## src/rtl/wallace_tree_mult16_if.sv

```systemverilog
// Operand/product bundle for the 16x16 Wallace-tree multiplier.
interface wallace_tree_mult16_if;
  logic [15:0] input_a;
  logic [15:0] input_b;
  logic [31:0] result;

  modport master (output input_a, output input_b, input result);
  modport slave  (input input_a, input input_b, output result);
endinterface

```

## src/rtl/wallace_tree_mult16.sv

```systemverilog
// 16x16 unsigned multiplier: Wallace carry-save reduction, final CPA, one output register.
module wallace_csa_stage #(
  parameter int N_IN  = 16,
  parameter int N_OUT = 2 * (N_IN / 3) + (N_IN % 3)
) (
  input  logic [N_IN-1:0][31:0]  rows_in,
  output logic [N_OUT-1:0][31:0] rows_out
);
  localparam int GROUPS = N_IN / 3;
  localparam int REST   = N_IN % 3;

  // Each triple of rows becomes a bitwise sum row plus a carry row shifted one column up.
  for (genvar g = 0; g < GROUPS; g++) begin : g_fa
    wallace_fa_row u_fa (
      .x   (rows_in[3*g]),
      .y   (rows_in[3*g+1]),
      .z   (rows_in[3*g+2]),
      .sum (rows_out[2*g]),
      .cry (rows_out[2*g+1])
    );
  end

  for (genvar r = 0; r < REST; r++) begin : g_pass
    assign rows_out[2*GROUPS+r] = rows_in[3*GROUPS+r];
  end
endmodule

module wallace_fa_row (
  input  logic [31:0] x,
  input  logic [31:0] y,
  input  logic [31:0] z,
  output logic [31:0] sum,
  output logic [31:0] cry
);
  // Carry out of bit 31 is dropped: the true product never exceeds 32 bits.
  assign sum = x ^ y ^ z;
  assign cry = ((x & y) | (x & z) | (y & z)) << 1;
endmodule

module wallace_tree_mult16 (
  input  logic                  clk,
  input  logic                  rst_n,
  wallace_tree_mult16_if.slave  bus
);
  logic [15:0][31:0] pp;
  logic [10:0][31:0] st1;
  logic [7:0][31:0]  st2;
  logic [5:0][31:0]  st3;
  logic [3:0][31:0]  st4;
  logic [2:0][31:0]  st5;
  logic [1:0][31:0]  st6;
  logic [31:0]       product;

  for (genvar i = 0; i < 16; i++) begin : g_pp
    assign pp[i] = {16'h0, bus.input_a & {16{bus.input_b[i]}}} << i;
  end

  // Row counts per stage: 16 -> 11 -> 8 -> 6 -> 4 -> 3 -> 2.
  wallace_csa_stage #(.N_IN(16)) u_st1 (.rows_in(pp),  .rows_out(st1));
  wallace_csa_stage #(.N_IN(11)) u_st2 (.rows_in(st1), .rows_out(st2));
  wallace_csa_stage #(.N_IN(8))  u_st3 (.rows_in(st2), .rows_out(st3));
  wallace_csa_stage #(.N_IN(6))  u_st4 (.rows_in(st3), .rows_out(st4));
  wallace_csa_stage #(.N_IN(4))  u_st5 (.rows_in(st4), .rows_out(st5));
  wallace_csa_stage #(.N_IN(3))  u_st6 (.rows_in(st5), .rows_out(st6));

  assign product = st6[0] + st6[1];

  always_ff @(posedge clk or negedge rst_n) begin
    if (!rst_n) bus.result <= 32'h0;
    else        bus.result <= product;
  end
endmodule

```

## src/flat_wrapper.sv

```systemverilog
// flat-port wrapper written by rule: the top's interface ports become plain ports
module wallace_tree_mult16_flat 
  (clk, rst_n, bus_input_a, bus_input_b, bus_result);
  wallace_tree_mult16_if bus_i ();
  input  logic clk;
  input  logic rst_n;
  input wire logic [$bits(bus_i.input_a)-1:0] bus_input_a;
  input wire logic [$bits(bus_i.input_b)-1:0] bus_input_b;
  output wire logic [$bits(bus_i.result)-1:0] bus_result;
  assign bus_i.input_a = bus_input_a;
  assign bus_i.input_b = bus_input_b;
  assign bus_result = bus_i.result;
  wallace_tree_mult16 u_core (.clk(clk), .rst_n(rst_n), .bus(bus_i));
endmodule
```

## config.mk

```make
export PLATFORM = sky130hd
export DESIGN_NAME = wallace_tree_mult16_flat
export DESIGN_NICKNAME = d
export VERILOG_FILES = /design/src/rtl/wallace_tree_mult16_if.sv /design/src/rtl/wallace_tree_mult16.sv /design/src/flat_wrapper.sv
export SDC_FILE = /design/constraint.sdc
export NUM_CORES = 1
export LEC_CHECK = 0
export ABC_AREA = 1
export CORE_UTILIZATION = 30
export DETAILED_ROUTE_END_ITERATION = 6
export GPL_TIMING_DRIVEN = 0
export PLACE_DENSITY_LB_ADDON = 0.05
export REMOVE_ABC_BUFFERS = 1
export SLEW_MARGIN = 0
export SYNTH_ARGS = -nofsm -noshare
export SYNTH_HDL_FRONTEND = slang
export SYNTH_SLANG_ARGS = --single-unit
```

## constraint.sdc

```tcl
create_clock -name clk -period 0.8 [get_ports clk]
set_clock_uncertainty 0.05 [all_clocks]
set_input_delay 0.08 -clock clk [delete_from_list [all_inputs] [get_ports clk]]
set_output_delay 0.08 -clock clk [all_outputs]
set_load 0.05 [all_outputs]
```

==> results of run 1 <==
-- metrics by stage --
stage          hold slack (ps)  cells
6_report                  -181   1759
3_5_place_dp               151   1696
3_3_place_gp               896   1696
5_1_grt                   -116   1759
4_1_cts                   -156   1731
2_1_floorplan             -266   1229
-- what timing repair did --
| item | CTS | global route |
|---|---|---|
| setup buffers | 26 | 23 |
| cloned | 2 | 5 |
| gates resized for setup | 675 | 137 |
| endpoints found under the setup margin | 64 | 62 |
| pin swaps | 110 | 89 |
| endpoints found under the hold margin | 32 | 32 |
-- kinds of logic after synthesis --
kind of cell             Yosys count
AO/OA/AOI/OAI                     12
flip-flops                        32
buffers and inverters            460
adder cells (fa/ha/maj)          278
AND/OR/NAND/NOR                  498
XOR/XNOR                          13
-- cell type report --
class	instances	area, µm²	area share [%]
inverter	396	1490	11.6
multi-input combinational	801	8170	63.5
clock buffer	7	153	1.19
sequential	32	801	6.22
tap	402	503	3.91
timing repair buffer	121	1750	13.6
-- critical path: cells and delay by family --
kind / cells / cell delay, ps
adder cells (fa/ha/maj): 7 / 3300
AND/OR/NAND/NOR: 8 / 590
buffers and inverters: 4 / 260
AO/OA/AOI/OAI: 1 / 180
-- worst min-delay path by stage --
stage                      from                               to  slack [ps]  cells past startpoint
after floorplan           rst_n   u_core.bus.result[0]$_DFF_PN0_        -270                      0
after global placement    rst_n  u_core.bus.result[22]$_DFF_PN0_         900                      1
after detailed placement  rst_n  u_core.bus.result[30]$_DFF_PN0_         150                      1
after CTS                 rst_n  u_core.bus.result[23]$_DFF_PN0_        -160                      1
after global routing      rst_n  u_core.bus.result[30]$_DFF_PN0_        -120                      1
final                     rst_n  u_core.bus.result[31]$_DFF_PN0_        -180                      1
-- cells in the final DEF (no fill, tap or decap), drive strengths merged, types with 2 or more instances in the layout --
cell type,Yosys,routed
a21oi,12,12
and2,2,2
buf,0,114
clkbuf,64,12
dfrtp,32,32
fa,201,201
ha,77,77
inv,396,396
nand2,432,432
nand3,20,20
nand3b,2,2
nand4,6,6
nor2,32,32
nor3,2,2
or2,2,2
xor2,13,13
-- routing by layer --
layer  up-vias  GRT usage (%)  routed length (µm)
met2        90           31.5               14100
met3         9           1.40                 588
met4         0           1.46                 165
met5         -              0                   0
li1       3685              -                   -
met1      3825           21.2               12100
==> results.md, run 1 <==
* Status: finished with violations
* Failing checks: hold timing, setup timing
* First-pass GRT wire length at roughly 43000 µm
* Die height at between 150 and 200 µm
* Final setup vio count at 62
* HPWL after detailed placement at 20700 µm
* Setup TNS Final at -93050 ps
* 1st-pass router iterations at 4
* Post-Route WL at around 27000 µm
* Crit-path slowest cell: fa_1
* Largest net degree at the start of global routing at 33
* Fraction of registers with async set/reset at 100%
* Area after DPL at 10600 µm²
* Synth Cell Area at 9680 µm²
* Seq/Total Area, Yosys at 8.27%
* Die Wd at 182 µm
* Final core occ at between 40 and 50%
* Compound-gate portion of the synthesized area at less than 1%
* Row count at 65
* Core Region at between 30000 and 40000 µm²
* Endpoint type of the worst setup path: flop
* Final Cycle Share at 541%
* Post-synth EDFFs at 0
* Setup crit start: bus_input_b[5]
* Vias at around 7600
* Critical-path cell list: buf_16 -> nand2_4 -> inv_2 -> fa_1 -> inv_1 -> fa_1 -> fa_1 -> fa_2 -> fa_1 -> inv_1 -> fa_1 -> ha_4 -> nand2_2 -> nand2_2 -> a21oi_2 -> nor2_1 -> nor2_1 -> nand2_1 -> nand2_1 -> nand2_1
* Post-synthesis xor/xnor area fraction at ~1.2%
* Place WS at -5210 ps
* Maximum clock path buffer count at 2
* Synth top area share at 41.6%
* Top cells by area, synth: fa_1 42%, nand2_1 17%, inv_1 15%, ha_1 10%, dfrtp_1 8.3%
* Grt total ovfl at 0
* Synth Warn # at 0
* Hold_ws at -181 ps
* Worst setup path class: in -> reg
* Main synth FF type: dfrtp_1
* CP Launch Type: input port
* Clock Sinks at 32
* CP Max Fanout at 7
* Die ar. at approximately 33000 µm²
* Main combinational cell family by area after synthesis: adder cells
* Most flops, register: u_core.bus.result
* Flops & latches, synth at 32
* Max-cap violations at 0
* Gate Count Post-Synth at 1293
* Via-to-Cell Ratio at ~4.3
* Final Critical Period at 4330 ps
* RePlAce Congestion at 0.761
* Highest Clock Rate at 231 MHz
* All-Layer GR Usage at between 15 and 20%
* CTS tree: built
* # nets final at 1669
* Synth area leader: fa_1
* RSZ-0062 raised after global routing: true
* Area delta synth->final at 32.9%
* Share of layout cells above drive strength 1 at 27.0%
* Worst setup margin at -3530 ps
* Diode count at 0
* # IOs at 66
* Synth cell count leaders: 427 x nand2_1, 396 x inv_1, 201 x fa_1, 77 x ha_1, 64 x clkbuf_1
* Setup crit end: u_core.bus.result[24]$_DFF_PN0_
* Initial antenna violation count at 0
* Clock transition at path regs at 60 ps
* Routed Antenna Nets at 0
* Max Slew Vio Count at 0
* # DRC at 0
* Vias in the first global route at 8173
* Simple-gate share of the synthesized area at 20.6%
* Slew HR at 48.7%
* Worst path max stage delay at 570 ps
* Synth cell types at 19
* CTS Root Cell: clkbuf_16
* Largest registers: u_core.bus.result (32)
* Syn Area/Cell at 7.49 µm²
* Worst endpoint data arrival time at 4450 ps
* Worst min-delay path class: in -> async
* Worst EP required at roughly 930 ps
* 1st-iter DRT viols at 299
* Filler cells at between 3000 and 4000
* Worst-Margin Slew at 769 ps
* Port Buf Inserts at 65
* Final hold vios at 33
* Initial core utilization at 30.6%
* Num CTS Buffers at 5
* Number of flip-flops under the largest register name at 32
* Fin area at 12900 µm²
* H-tree depth at 2
* Cell repeated most along the worst path: fa_1
* Synth Area in Adders at between 50% and 60%
* Most frequent cell after synthesis: nand2_1
* Post-synthesis mux area share at 0%
* Mean routed wirelength per cell at 15.3 µm
Power of run 1 is not shown: default switching activity piles up to over one toggle a cycle in this logic, so the estimate is an artifact.
==> run 2, diff against run 1 <==
Settings changed: CORE_MARGIN set to 2.
==> run 2 against run 1 <==
The flow still finishes with violations (hold timing, setup timing). Die area up 2.2%. Non-clock buffer count rose by 11. Critical path depth unchanged. Count of clock-buffer cells in the layout shrank 1. Via count up 0.49%. Worst setup slack improved by 19 ps. Sequential share of layout area shrank 0.099 points. Global-route usage down 0.091 points. First-iteration DRC count shrank 16%. Flip-flop and latch count is the same. Design area grew 1.6%. Critical path type unchanged.
==> results.md, run 2 (synthesis gave the netlist of run 1 again) <==
* Max-cap violations at 0 (unchanged)
* # nets final at 1680 (+0.66%)
* Non-Filler Instances at 1771 (+0.68%)
* 1st-iter DRT viols at 251 (-16%)
* Most flops, register: u_core.bus.result
* Slew HR at 49.5% (+0.76 points)
* # DRC at 0 (unchanged)
* Port Buf Inserts at 65 (unchanged)
* Clock transition at path regs at 60 ps (about the same)
* Worst-Margin Slew at 757 ps (-11.4 ps)
* All-Layer GR Usage at 16.6% (-0.091 points)
* Clock Sinks at 32 (unchanged)
* Filler cells at 3255 (+0.68%)
* Mean routed wirelength per cell at 15.7 µm (+2.7%)
* Vias in the first global route at 8203 (+0.37%)
* Worst min-delay path class: in -> async
* 1st-pass router iterations at 4 (unchanged)
* Hold_ws at -190 ps (-8.91 ps)
* CP Max Fanout at 7 (unchanged)
* Endpoint type of the worst setup path: flop
* Die ar. at 33700 µm² (+2.2%)
* Worst setup margin at -3510 ps (+19.4 ps)
* H-tree depth at 2 (unchanged)
* First-pass GRT wire length at 43400 µm (+0.71%)
* Diode count at 0 (unchanged)
* Area delta synth->final at 35.0%
* Grt total ovfl at 0 (unchanged)
* Row count at 65 (unchanged)
* Final Cycle Share at 539% (-2.4 points)
* Worst endpoint data arrival time at 4440 ps (about the same)
* Largest net degree at the start of global routing at 33 (unchanged)
* Placed cell count at 1696 (unchanged)
* CTS Root Cell: clkbuf_16
* Die Wd at 184 µm (+1.1%)
* Worst EP required at 930 ps (about the same)
* Via-to-Cell Ratio at 4.32 (-0.19%)
* Post-Route WL at 27900 µm (+3.4%)
* RePlAce Congestion at 0.796 (+4.6%)
* Commonest non-fill, non-tap cell in the layout: inv_1
* Share of layout cells above drive strength 1 at 29.4% (+2.5 points)
* Number of flip-flops under the largest register name at 32 (unchanged)
* HPWL after detailed placement at 20900 µm (+0.74%)
* Worst setup path class: in -> reg
* Multi-input gate area at 8300 µm² (+1.5%)
* CP Launch Type: input port
* Routed Antenna Nets at 0 (unchanged)
* Core Region at 31600 µm² (unchanged)
* Initial antenna violation count at 0 (unchanged)
* Maximum clock path buffer count at 2 (unchanged)
* CTS tree: built
* Setup crit start: bus_input_a[10]
* # IOs at 66 (unchanged)
* Die height at 184 µm (+1.1%)
* Final Critical Period at 4310 ps (-19.4 ps)
* Vias at 7646 (+0.49%)
* Seq. cell area at 801 µm² (unchanged)
* Initial core utilization at 30.6% (unchanged)
* Status: finished with violations
* Final setup vio count at 62 (unchanged)
* Max Slew Vio Count at 0 (unchanged)
* RSZ-0062 raised after global routing: true
* Highest Clock Rate at 232 MHz (+0.45%)
* Largest registers: u_core.bus.result (32)
* Most frequent cells in the layout: 339 x inv_1, 332 x nand2_1, 181 x fa_1
* Failing checks: hold timing, setup timing
* Final hold vios at 32 (-3.0%)
* Num CTS Buffers at 5 (unchanged)
-- run 2: final timing paths --
check / slack [ps] / cells past startpoint / to
max in group asynchronous: 400 / 1 / u_core.bus.result[4]$_DFF_PN0_
max: -3510 / 20 / u_core.bus.result[24]$_DFF_PN0_
min: -190 / 1 / u_core.bus.result[30]$_DFF_PN0_
min in group clk: 10 / 3 / u_core.bus.result[0]$_DFF_PN0_
-- run 2: timing repair --
item	CTS	global route
endpoints found under the hold margin	32	32
setup buffers	42	15
endpoints found under the setup margin	64	62
cloned	4	6
resized for setup	696	148
pin swaps	108	98
-- run 2: through the flow --
step	setup WS, ps	area [µm²]	TNS [ps]	utilization (%)	hold WS (ps)
6_report	-3510	13100	-93700	41.3	-190
5_1_grt	-3680	13100	-97990	41.3	-120
4_1_cts	-3560	12300	-94830	39.0	-152
3_5_place_dp	-5190	10600	-147630	33.5	156
3_3_place_gp	-5210	10600	-185450	33.5	894
2_1_floorplan	-3560	9440	-88870	-	-266
-- run 2: final cells by class --
| class | count | share of cell area, % |
|---|---|---|
| multi-input cells | 801 | 63.5 |
| repair buffers | 132 | 14.1 |
| well taps | 402 | 3.85 |
| clock buffers | 6 | 0.986 |
| flip-flops and latches | 32 | 6.13 |
| inverters | 396 | 11.4 |
| clock inverters | 2 | 0.124 |
-- run 2: layer usage --
| metal | global-route usage (%) | wire [µm] | vias up |
|---|---|---|---|
| met4 | 1.44 | 114 | 0 |
| met2 | 31.0 | 14700 | 78 |
| met3 | 1.21 | 743 | 9 |
| met5 | 0 | 0 | - |
| li1 | - | - | 3715 |
| met1 | 21.7 | 12300 | 3844 |
-- run 2: critical path, stage by stage --
cell,delay (ps)
buf_16,130
nand2_4,70
inv_2,30
fa_1,540
inv_2,40
fa_1,500
fa_1,540
fa_2,460
fa_1,510
inv_2,40
fa_2,550
ha_4,230
nand2_4,110
inv_2,40
a21oi_2,160
nor2_1,70
nor2_1,130
nand2_1,70
nand2_1,50
nand2_1,50
Power of run 2 is left out for the same reason.
